### config.mk
export PLATFORM = sky130hd
export DESIGN_NAME = avr_uart_tx_flat
export DESIGN_NICKNAME = d
export VERILOG_FILES = /design/src/rtl/avr_uart_pkg.sv /design/src/rtl/avr_uart_tx_if.sv /design/src/rtl/avr_tx_fifo.sv /design/src/rtl/avr_uart_tx.sv /design/src/flat_wrapper.sv
export SDC_FILE = /design/constraint.sdc
export NUM_CORES = 1
export LEC_CHECK = 0
export ABC_AREA = 1
export BUFFER_PORTS_ARGS = -buffer_cell sky130_fd_sc_hd__buf_2
export CORE_ASPECT_RATIO = 1.1
export CORE_UTILIZATION = 45
export DETAILED_ROUTE_END_ITERATION = 8
export PLACE_DENSITY = 0.66
export SETUP_SLACK_MARGIN = 0.2
export SLEW_MARGIN = 20
export SYNTH_ARGS = -nofsm -noshare
export SYNTH_HDL_FRONTEND = slang
export SYNTH_SLANG_ARGS = --single-unit
export TNS_END_PERCENT = 100
### constraint.sdc
create_clock -name clk -period 1.54 [get_ports clk]
set_input_delay 0.154 -clock clk [delete_from_list [all_inputs] [get_ports clk]]
set_output_delay 0.154 -clock clk [all_outputs]
set_load 0.005 [all_outputs]
### src/rtl/avr_uart_pkg.sv
// Shared types and constants for the FPGA->AVR UART transmitter.
package avr_uart_pkg;

  localparam int   DATA_BITS  = 8;
  localparam logic IDLE_LEVEL = 1'b1;

  typedef enum logic [1:0] {
    IDLE  = 2'd0,
    START = 2'd1,
    DATA  = 2'd2,
    STOP  = 2'd3
  } tx_state_e;

endpackage

### src/rtl/avr_uart_tx_if.sv
// Byte-stream valid/ready handshake feeding the AVR UART transmitter.
interface avr_uart_tx_if;

  logic [7:0] in_data;
  logic       in_valid;
  logic       in_ready;

  modport master (output in_data, output in_valid, input in_ready);
  modport slave  (input in_data, input in_valid, output in_ready);

endinterface

### src/rtl/avr_tx_fifo.sv
// Synchronous byte FIFO; pointers carry an extra wrap bit to tell full from empty.
module avr_tx_fifo #(
  parameter int DEPTH = 8,
  parameter int WIDTH = 8
) (
  input  logic             clk,
  input  logic             rst_n,
  input  logic             push,
  input  logic [WIDTH-1:0] wdata,
  input  logic             pop,
  output logic [WIDTH-1:0] rdata,
  output logic             full,
  output logic             empty
);

  localparam int AW = $clog2(DEPTH);

  logic [AW:0]      wr_ptr_q, wr_ptr_d;
  logic [AW:0]      rd_ptr_q, rd_ptr_d;
  logic [WIDTH-1:0] mem_q [DEPTH];

  assign empty = (wr_ptr_q == rd_ptr_q);
  assign full  = (wr_ptr_q[AW] != rd_ptr_q[AW]) && (wr_ptr_q[AW-1:0] == rd_ptr_q[AW-1:0]);
  assign rdata = mem_q[rd_ptr_q[AW-1:0]];

  // Pointer advance on accepted push/pop
  always_comb begin
    wr_ptr_d = wr_ptr_q;
    rd_ptr_d = rd_ptr_q;
    if (push && !full) begin
      wr_ptr_d = wr_ptr_q + (AW+1)'(1);
    end else begin
      wr_ptr_d = wr_ptr_q;
    end
    if (pop && !empty) begin
      rd_ptr_d = rd_ptr_q + (AW+1)'(1);
    end else begin
      rd_ptr_d = rd_ptr_q;
    end
  end

  // Pointer registers
  always_ff @(posedge clk or negedge rst_n) begin
    if (!rst_n) begin
      wr_ptr_q <= '0;
      rd_ptr_q <= '0;
    end else begin
      wr_ptr_q <= wr_ptr_d;
      rd_ptr_q <= rd_ptr_d;
    end
  end

  // Storage write
  always_ff @(posedge clk) begin
    if (push && !full) begin
      mem_q[wr_ptr_q[AW-1:0]] <= wdata;
    end
  end

endmodule

### src/rtl/avr_uart_tx.sv
// 8N1 LSB-first UART transmitter toward the AVR, gated by the AVR's busy line.
// Define AVR_TX_FIFO_EN to replace the one-byte holding register with an avr_tx_fifo.
module avr_uart_tx
  import avr_uart_pkg::*;
#(
  parameter int CLK_PER_BIT = 100,
  parameter int FIFO_DEPTH  = 8
) (
  input  logic          clk,
  input  logic          rst_n,
  avr_uart_tx_if.slave  in_if,
  input  logic          avr_rx_busy,
  output logic          avr_rx,
  output logic          tx_busy
);

  localparam int            CW      = (CLK_PER_BIT > 1) ? $clog2(CLK_PER_BIT) : 1;
  localparam logic [CW-1:0] CNT_MAX = CW'(CLK_PER_BIT - 1);
  localparam logic [2:0]    BIT_MAX = 3'(DATA_BITS - 1);

  if (CLK_PER_BIT < 2 || FIFO_DEPTH < 2) begin : g_param_check
    $error("avr_uart_tx: CLK_PER_BIT and FIFO_DEPTH must both be >= 2");
  end

  tx_state_e         state_q, state_d;
  logic [CW-1:0]     cnt_q, cnt_d;
  logic [2:0]        bit_idx_q, bit_idx_d;
  logic [7:0]        shift_q, shift_d;
  logic              tx_q, tx_d;
  logic              busy_meta_q, busy_s_q;

  logic              buf_push_s, buf_pop_s, buf_full_s, buf_empty_s;
  logic [7:0]        buf_data_s;
  logic              start_ok_s, bit_end_s;

  assign buf_push_s     = in_if.in_valid && !buf_full_s;
  assign in_if.in_ready = !buf_full_s;

`ifdef AVR_TX_FIFO_EN
  avr_tx_fifo #(
    .DEPTH (FIFO_DEPTH),
    .WIDTH (8)
  ) u_fifo (
    .clk   (clk),
    .rst_n (rst_n),
    .push  (buf_push_s),
    .wdata (in_if.in_data),
    .pop   (buf_pop_s),
    .rdata (buf_data_s),
    .full  (buf_full_s),
    .empty (buf_empty_s)
  );
`else
  logic [7:0] hold_q, hold_d;
  logic       hold_valid_q, hold_valid_d;

  assign buf_data_s  = hold_q;
  assign buf_full_s  = hold_valid_q;
  assign buf_empty_s = !hold_valid_q;

  // Holding register: a push only happens while empty, a pop only while full
  always_comb begin
    hold_d       = hold_q;
    hold_valid_d = hold_valid_q;
    if (buf_push_s) begin
      hold_d       = in_if.in_data;
      hold_valid_d = 1'b1;
    end else if (buf_pop_s) begin
      hold_valid_d = 1'b0;
    end else begin
      hold_valid_d = hold_valid_q;
    end
  end

  // Holding register state
  always_ff @(posedge clk or negedge rst_n) begin
    if (!rst_n) begin
      hold_q       <= 8'h00;
      hold_valid_q <= 1'b0;
    end else begin
      hold_q       <= hold_d;
      hold_valid_q <= hold_valid_d;
    end
  end
`endif

  // Two-flop synchroniser for the asynchronous AVR busy line; resets to "busy"
  always_ff @(posedge clk or negedge rst_n) begin
    if (!rst_n) begin
      busy_meta_q <= 1'b1;
      busy_s_q    <= 1'b1;
    end else begin
      busy_meta_q <= avr_rx_busy;
      busy_s_q    <= busy_meta_q;
    end
  end

  assign start_ok_s = !buf_empty_s && !busy_s_q;
  assign bit_end_s  = (cnt_q == CNT_MAX);

  // Frame sequencing; busy is only consulted where a new frame could begin
  always_comb begin
    state_d   = state_q;
    cnt_d     = cnt_q;
    bit_idx_d = bit_idx_q;
    shift_d   = shift_q;
    tx_d      = tx_q;
    buf_pop_s = 1'b0;
    case (state_q)
      IDLE: begin
        cnt_d = '0;
        if (start_ok_s) begin
          buf_pop_s = 1'b1;
          shift_d   = buf_data_s;
          tx_d      = 1'b0;
          state_d   = START;
        end else begin
          tx_d = IDLE_LEVEL;
        end
      end
      START: begin
        if (bit_end_s) begin
          cnt_d     = '0;
          bit_idx_d = 3'd0;
          tx_d      = shift_q[0];
          shift_d   = shift_q >> 1;
          state_d   = DATA;
        end else begin
          cnt_d = cnt_q + CW'(1);
        end
      end
      DATA: begin
        if (bit_end_s) begin
          cnt_d = '0;
          if (bit_idx_q == BIT_MAX) begin
            tx_d    = IDLE_LEVEL;
            state_d = STOP;
          end else begin
            bit_idx_d = bit_idx_q + 3'd1;
            tx_d      = shift_q[0];
            shift_d   = shift_q >> 1;
          end
        end else begin
          cnt_d = cnt_q + CW'(1);
        end
      end
      STOP: begin
        if (bit_end_s) begin
          cnt_d = '0;
          if (start_ok_s) begin
            buf_pop_s = 1'b1;
            shift_d   = buf_data_s;
            tx_d      = 1'b0;
            state_d   = START;
          end else begin
            tx_d    = IDLE_LEVEL;
            state_d = IDLE;
          end
        end else begin
          cnt_d = cnt_q + CW'(1);
        end
      end
      default: begin
        cnt_d   = '0;
        tx_d    = IDLE_LEVEL;
        state_d = IDLE;
      end
    endcase
  end

  // FSM and datapath registers
  always_ff @(posedge clk or negedge rst_n) begin
    if (!rst_n) begin
      state_q   <= IDLE;
      cnt_q     <= '0;
      bit_idx_q <= 3'd0;
      shift_q   <= 8'h00;
      tx_q      <= IDLE_LEVEL;
    end else begin
      state_q   <= state_d;
      cnt_q     <= cnt_d;
      bit_idx_q <= bit_idx_d;
      shift_q   <= shift_d;
      tx_q      <= tx_d;
    end
  end

  assign avr_rx  = tx_q;
  assign tx_busy = (state_q != IDLE) || !buf_empty_s;

endmodule

### src/flat_wrapper.sv
// flat-port wrapper written by rule: the top's interface ports become plain ports
module avr_uart_tx_flat import avr_uart_pkg::*;
#(
  parameter int CLK_PER_BIT = 100,
  parameter int FIFO_DEPTH  = 8
)
  (clk, rst_n, avr_rx_busy, avr_rx, tx_busy, in_if_in_data, in_if_in_valid, in_if_in_ready);
  avr_uart_tx_if in_if_i ();
  input  logic clk;
  input  logic rst_n;
  input  logic avr_rx_busy;
  output logic avr_rx;
  output logic tx_busy;
  input wire logic [$bits(in_if_i.in_data)-1:0] in_if_in_data;
  input wire logic [$bits(in_if_i.in_valid)-1:0] in_if_in_valid;
  output wire logic [$bits(in_if_i.in_ready)-1:0] in_if_in_ready;
  assign in_if_i.in_data = in_if_in_data;
  assign in_if_i.in_valid = in_if_in_valid;
  assign in_if_in_ready = in_if_i.in_ready;
  avr_uart_tx #(.CLK_PER_BIT(CLK_PER_BIT), .FIFO_DEPTH(FIFO_DEPTH)) u_core (.clk(clk), .rst_n(rst_n), .in_if(in_if_i), .avr_rx_busy(avr_rx_busy), .avr_rx(avr_rx), .tx_busy(tx_busy));
endmodule
==> impl_results.md <==
* Max-cap violations at 0
* Diode count at 0
* Setup TNS at 0 ps
* Worst EP required at 1750 ps
* Startpoint types: flip-flop
* Antenna violations before repair at 0
* DP HPWL at 2.099 mm
* Remaining global-route overflow at 0
* Nets at 236
* Area Growth Syn to Fin at 30.95%
* Max clock buf depth at 2
* Post-Syn Nets at 201
* Sequential share of the synthesized area at 50.63%
* HP Class: in2reg
* I/O Pins at 15
* Synth cell types at 25
* Overall die width at 58.66 um
* Total GRT Usage at 19.29%
* CTS tree: built
* Routed via count at 1301
* Share of cells above drive strength 1 at 40.09%
* Crit path max fanout at 8
* Largest net degree at the start of global routing at 33
* Status: finished clean
* Detail Route Antenna Nets at 0
* Via density per instance at 4.909
* Clk pin slew, worst setup/hold paths at 90 ps
* Syn avg cell area at 8.779 sq um
* FP Rows at 22
* FF+latch count, synth at 32
* Post-route cell area at 2081 sq um
* Die H at 64.33 um
* DRC viols at 0
* Reg area at 807.0 sq um
* Clock Sinks at 32
* CORE AREA at 3358 sq um
* Post-placement cell area at 1750 sq um
* Crit end category: flip-flop
* Vias in the first global route at 1218
* Ys Warns at 0
* Layout fillers at 308
* Synthesized area at 1589 sq um
* Max Fclk at 0.7102 GHz
* Clock skew at 3.634 ps
* Final Setup Violations at 0
* Slew @ Worst Pin at 655.6 ps
* Final core occ at 61.96%
* Maximum vdd drop at 509.7 uV
* RSZ-0062 raised after global routing: true
* Crit path DAT at 1620 ps
* WL final at 3.238 mm
* Total leakage power at 1.038 nW
* Die area at 3773 sq um
* CTS Buf Count at 5
* Final hold viol count at 0
* H-tree Lvls at 2
* Root buf cell: clkbuf_4
* Initial DRC count at 43
* Relative max-transition margin at 56.29%
* First-pass GRT wire length at 5.444 mm
* Fin crit period at 1408 ps
* Clk_lat worst skew at 320 ps
* Cells after synthesis at 181
* Multi-input logic area at 877.1 sq um
* Pwr Total at 1.566 mW
* PwrDens at 752.5 nW/um^2
* Starting Density at 47.32%
* Final Max Slew Viols at 0
* CP Class: reg2reg
* Final period util at 91.44%
* Tightest hold margin at 55.74 ps
* RePlAce Congestion at 0.8296
* IO Port Bufs at 14
* Wire length per cell at 12.22 um
* Drt first pass iters at 4
## per-stage QoR
stage	cells	setup slack (ps)
finish	265	131.9
CTS	259	144.2
detailed placement	245	2.756
global placement	245	67.25
global route	265	59.33
floorplan	181	194.2
## repair_timing
action                                  CTS  global route
buffers inserted                          4             6
pin swaps                                12            15
endpoints found under the hold margin    30             0
endpoints found under the setup margin   17            21
hold buffers                              2             0
resized for setup                        16            26
## final timing paths
kind / start / end / slack, ps / cells after the start
setup reg to reg: u_core.cnt_q[1]$_DFF_PN0_ / u_core.shift_q[5]$_DFFE_PN0P_ / 130 / 8
max in group asynchronous: rst_n / u_core.state_q[0]$_DFFE_PN0P_ / 680 / 2
hold reg to reg: u_core.busy_meta_q$_DFF_PN1_ / u_core.busy_s_q$_DFF_PN1_ / 360 / 0
hold / removal: in_if_in_data[6] / u_core.buf_data_s[6]$_DFFE_PN0P_ / 60 / 2
setup / recovery: u_core.cnt_q[1]$_DFF_PN0_ / u_core.shift_q[5]$_DFFE_PN0P_ / 130 / 8
min in group asynchronous: rst_n / u_core.cnt_q[4]$_DFF_PN0_ / 390 / 2
## registers in the layout (all words and copies together) (netlist names)
signal and flops:
u_core.avr_rx 1, u_core.bit_idx_q 3, u_core.buf_data_s 8, u_core.buf_full_s 1, u_core.busy_meta_q 1, u_core.busy_s_q 1
u_core.cnt_q 7, u_core.shift_q 8, u_core.state_q 2
## power by group
group / switching, mW / internal (mW)
Combinational: 0.0540 / 0.0708
Sequential: 0.0372 / 0.922
Clock: 0.265 / 0.217
## area by class of cell
cell class	count	area share, %
Multi-Input combinational cell	132	42.15
Clock buffer	6	2.465
Tap cell	48	2.886
Sequential cell	32	38.79
Inverter	14	2.886
Clock inverter	2	0.4811
Timing Repair Buffer	31	10.34
## synth_stat cells
master	count	area [sq um]
nand2_4	1	11.26
nand2_2	3	18.77
nand4_1	8	50.05
or2_2	1	6.260
o211ai_1	1	7.510
dfrtp_1	29	725.7
a21oi_1	2	10.01
xnor2_1	1	8.760
mux2_2	7	78.83
buf_4	1	7.510
nand2_1	66	247.7
o21ai_1	2	10.01
nand3_1	8	40.04
nand3_2	1	10.01
xor2_1	2	17.52
nand3b_1	1	7.510
buf_6	1	11.26
inv_1	12	45.04
inv_2	2	7.510
ha_1	8	100.1
nor3b_1	2	15.01
buf_2	1	5.000
dfstp_2	3	78.83
nor2_1	17	63.81
o21ai_0	1	5.000
## metal layers
layer	up-vias	global-route usage [%]	part of all wire, %
met5	-	0	0
met4	0	6.548	2.4
met2	34	30.60	52
li1	644	-	-
met3	9	6.073	3.0
met1	614	24.71	42
## worst max-delay path, cell delays in order, from the launching register on
cell and delay, ps:
dfrtp_1 410, ha_4 170, inv_2 30, nor2_1 80, nand3b_1 150, nand2_4 180, nand3_4 140, nand2_1 100
nand2_1 60
## logic make-up after synthesis
group           after synthesis  share of synthesized area, %
buf+inv                      17                         4.803
xor+xnor                      3                         1.654
flops                        32                         50.63
compound gates                6                         2.047
simple gates                108                         29.61
mux                           7                         4.961
fa+ha+maj                     8                         6.299
## cells in the final DEF, fill, tap and decap left out, types with 3 or more instances in the layout
cell type,n
nand4_1,8
clkbuf_4,5
buf_4,14
dfrtp_1,27
buf_2,14
nand3_1,6
nor2_2,6
inv_1,9
nand2_4,3
nand2_2,6
nor2_1,9
dfstp_2,3
nand2_1,60
inv_4,3
ha_4,4
mux2_2,7
(Power assumes the default switching activity.)
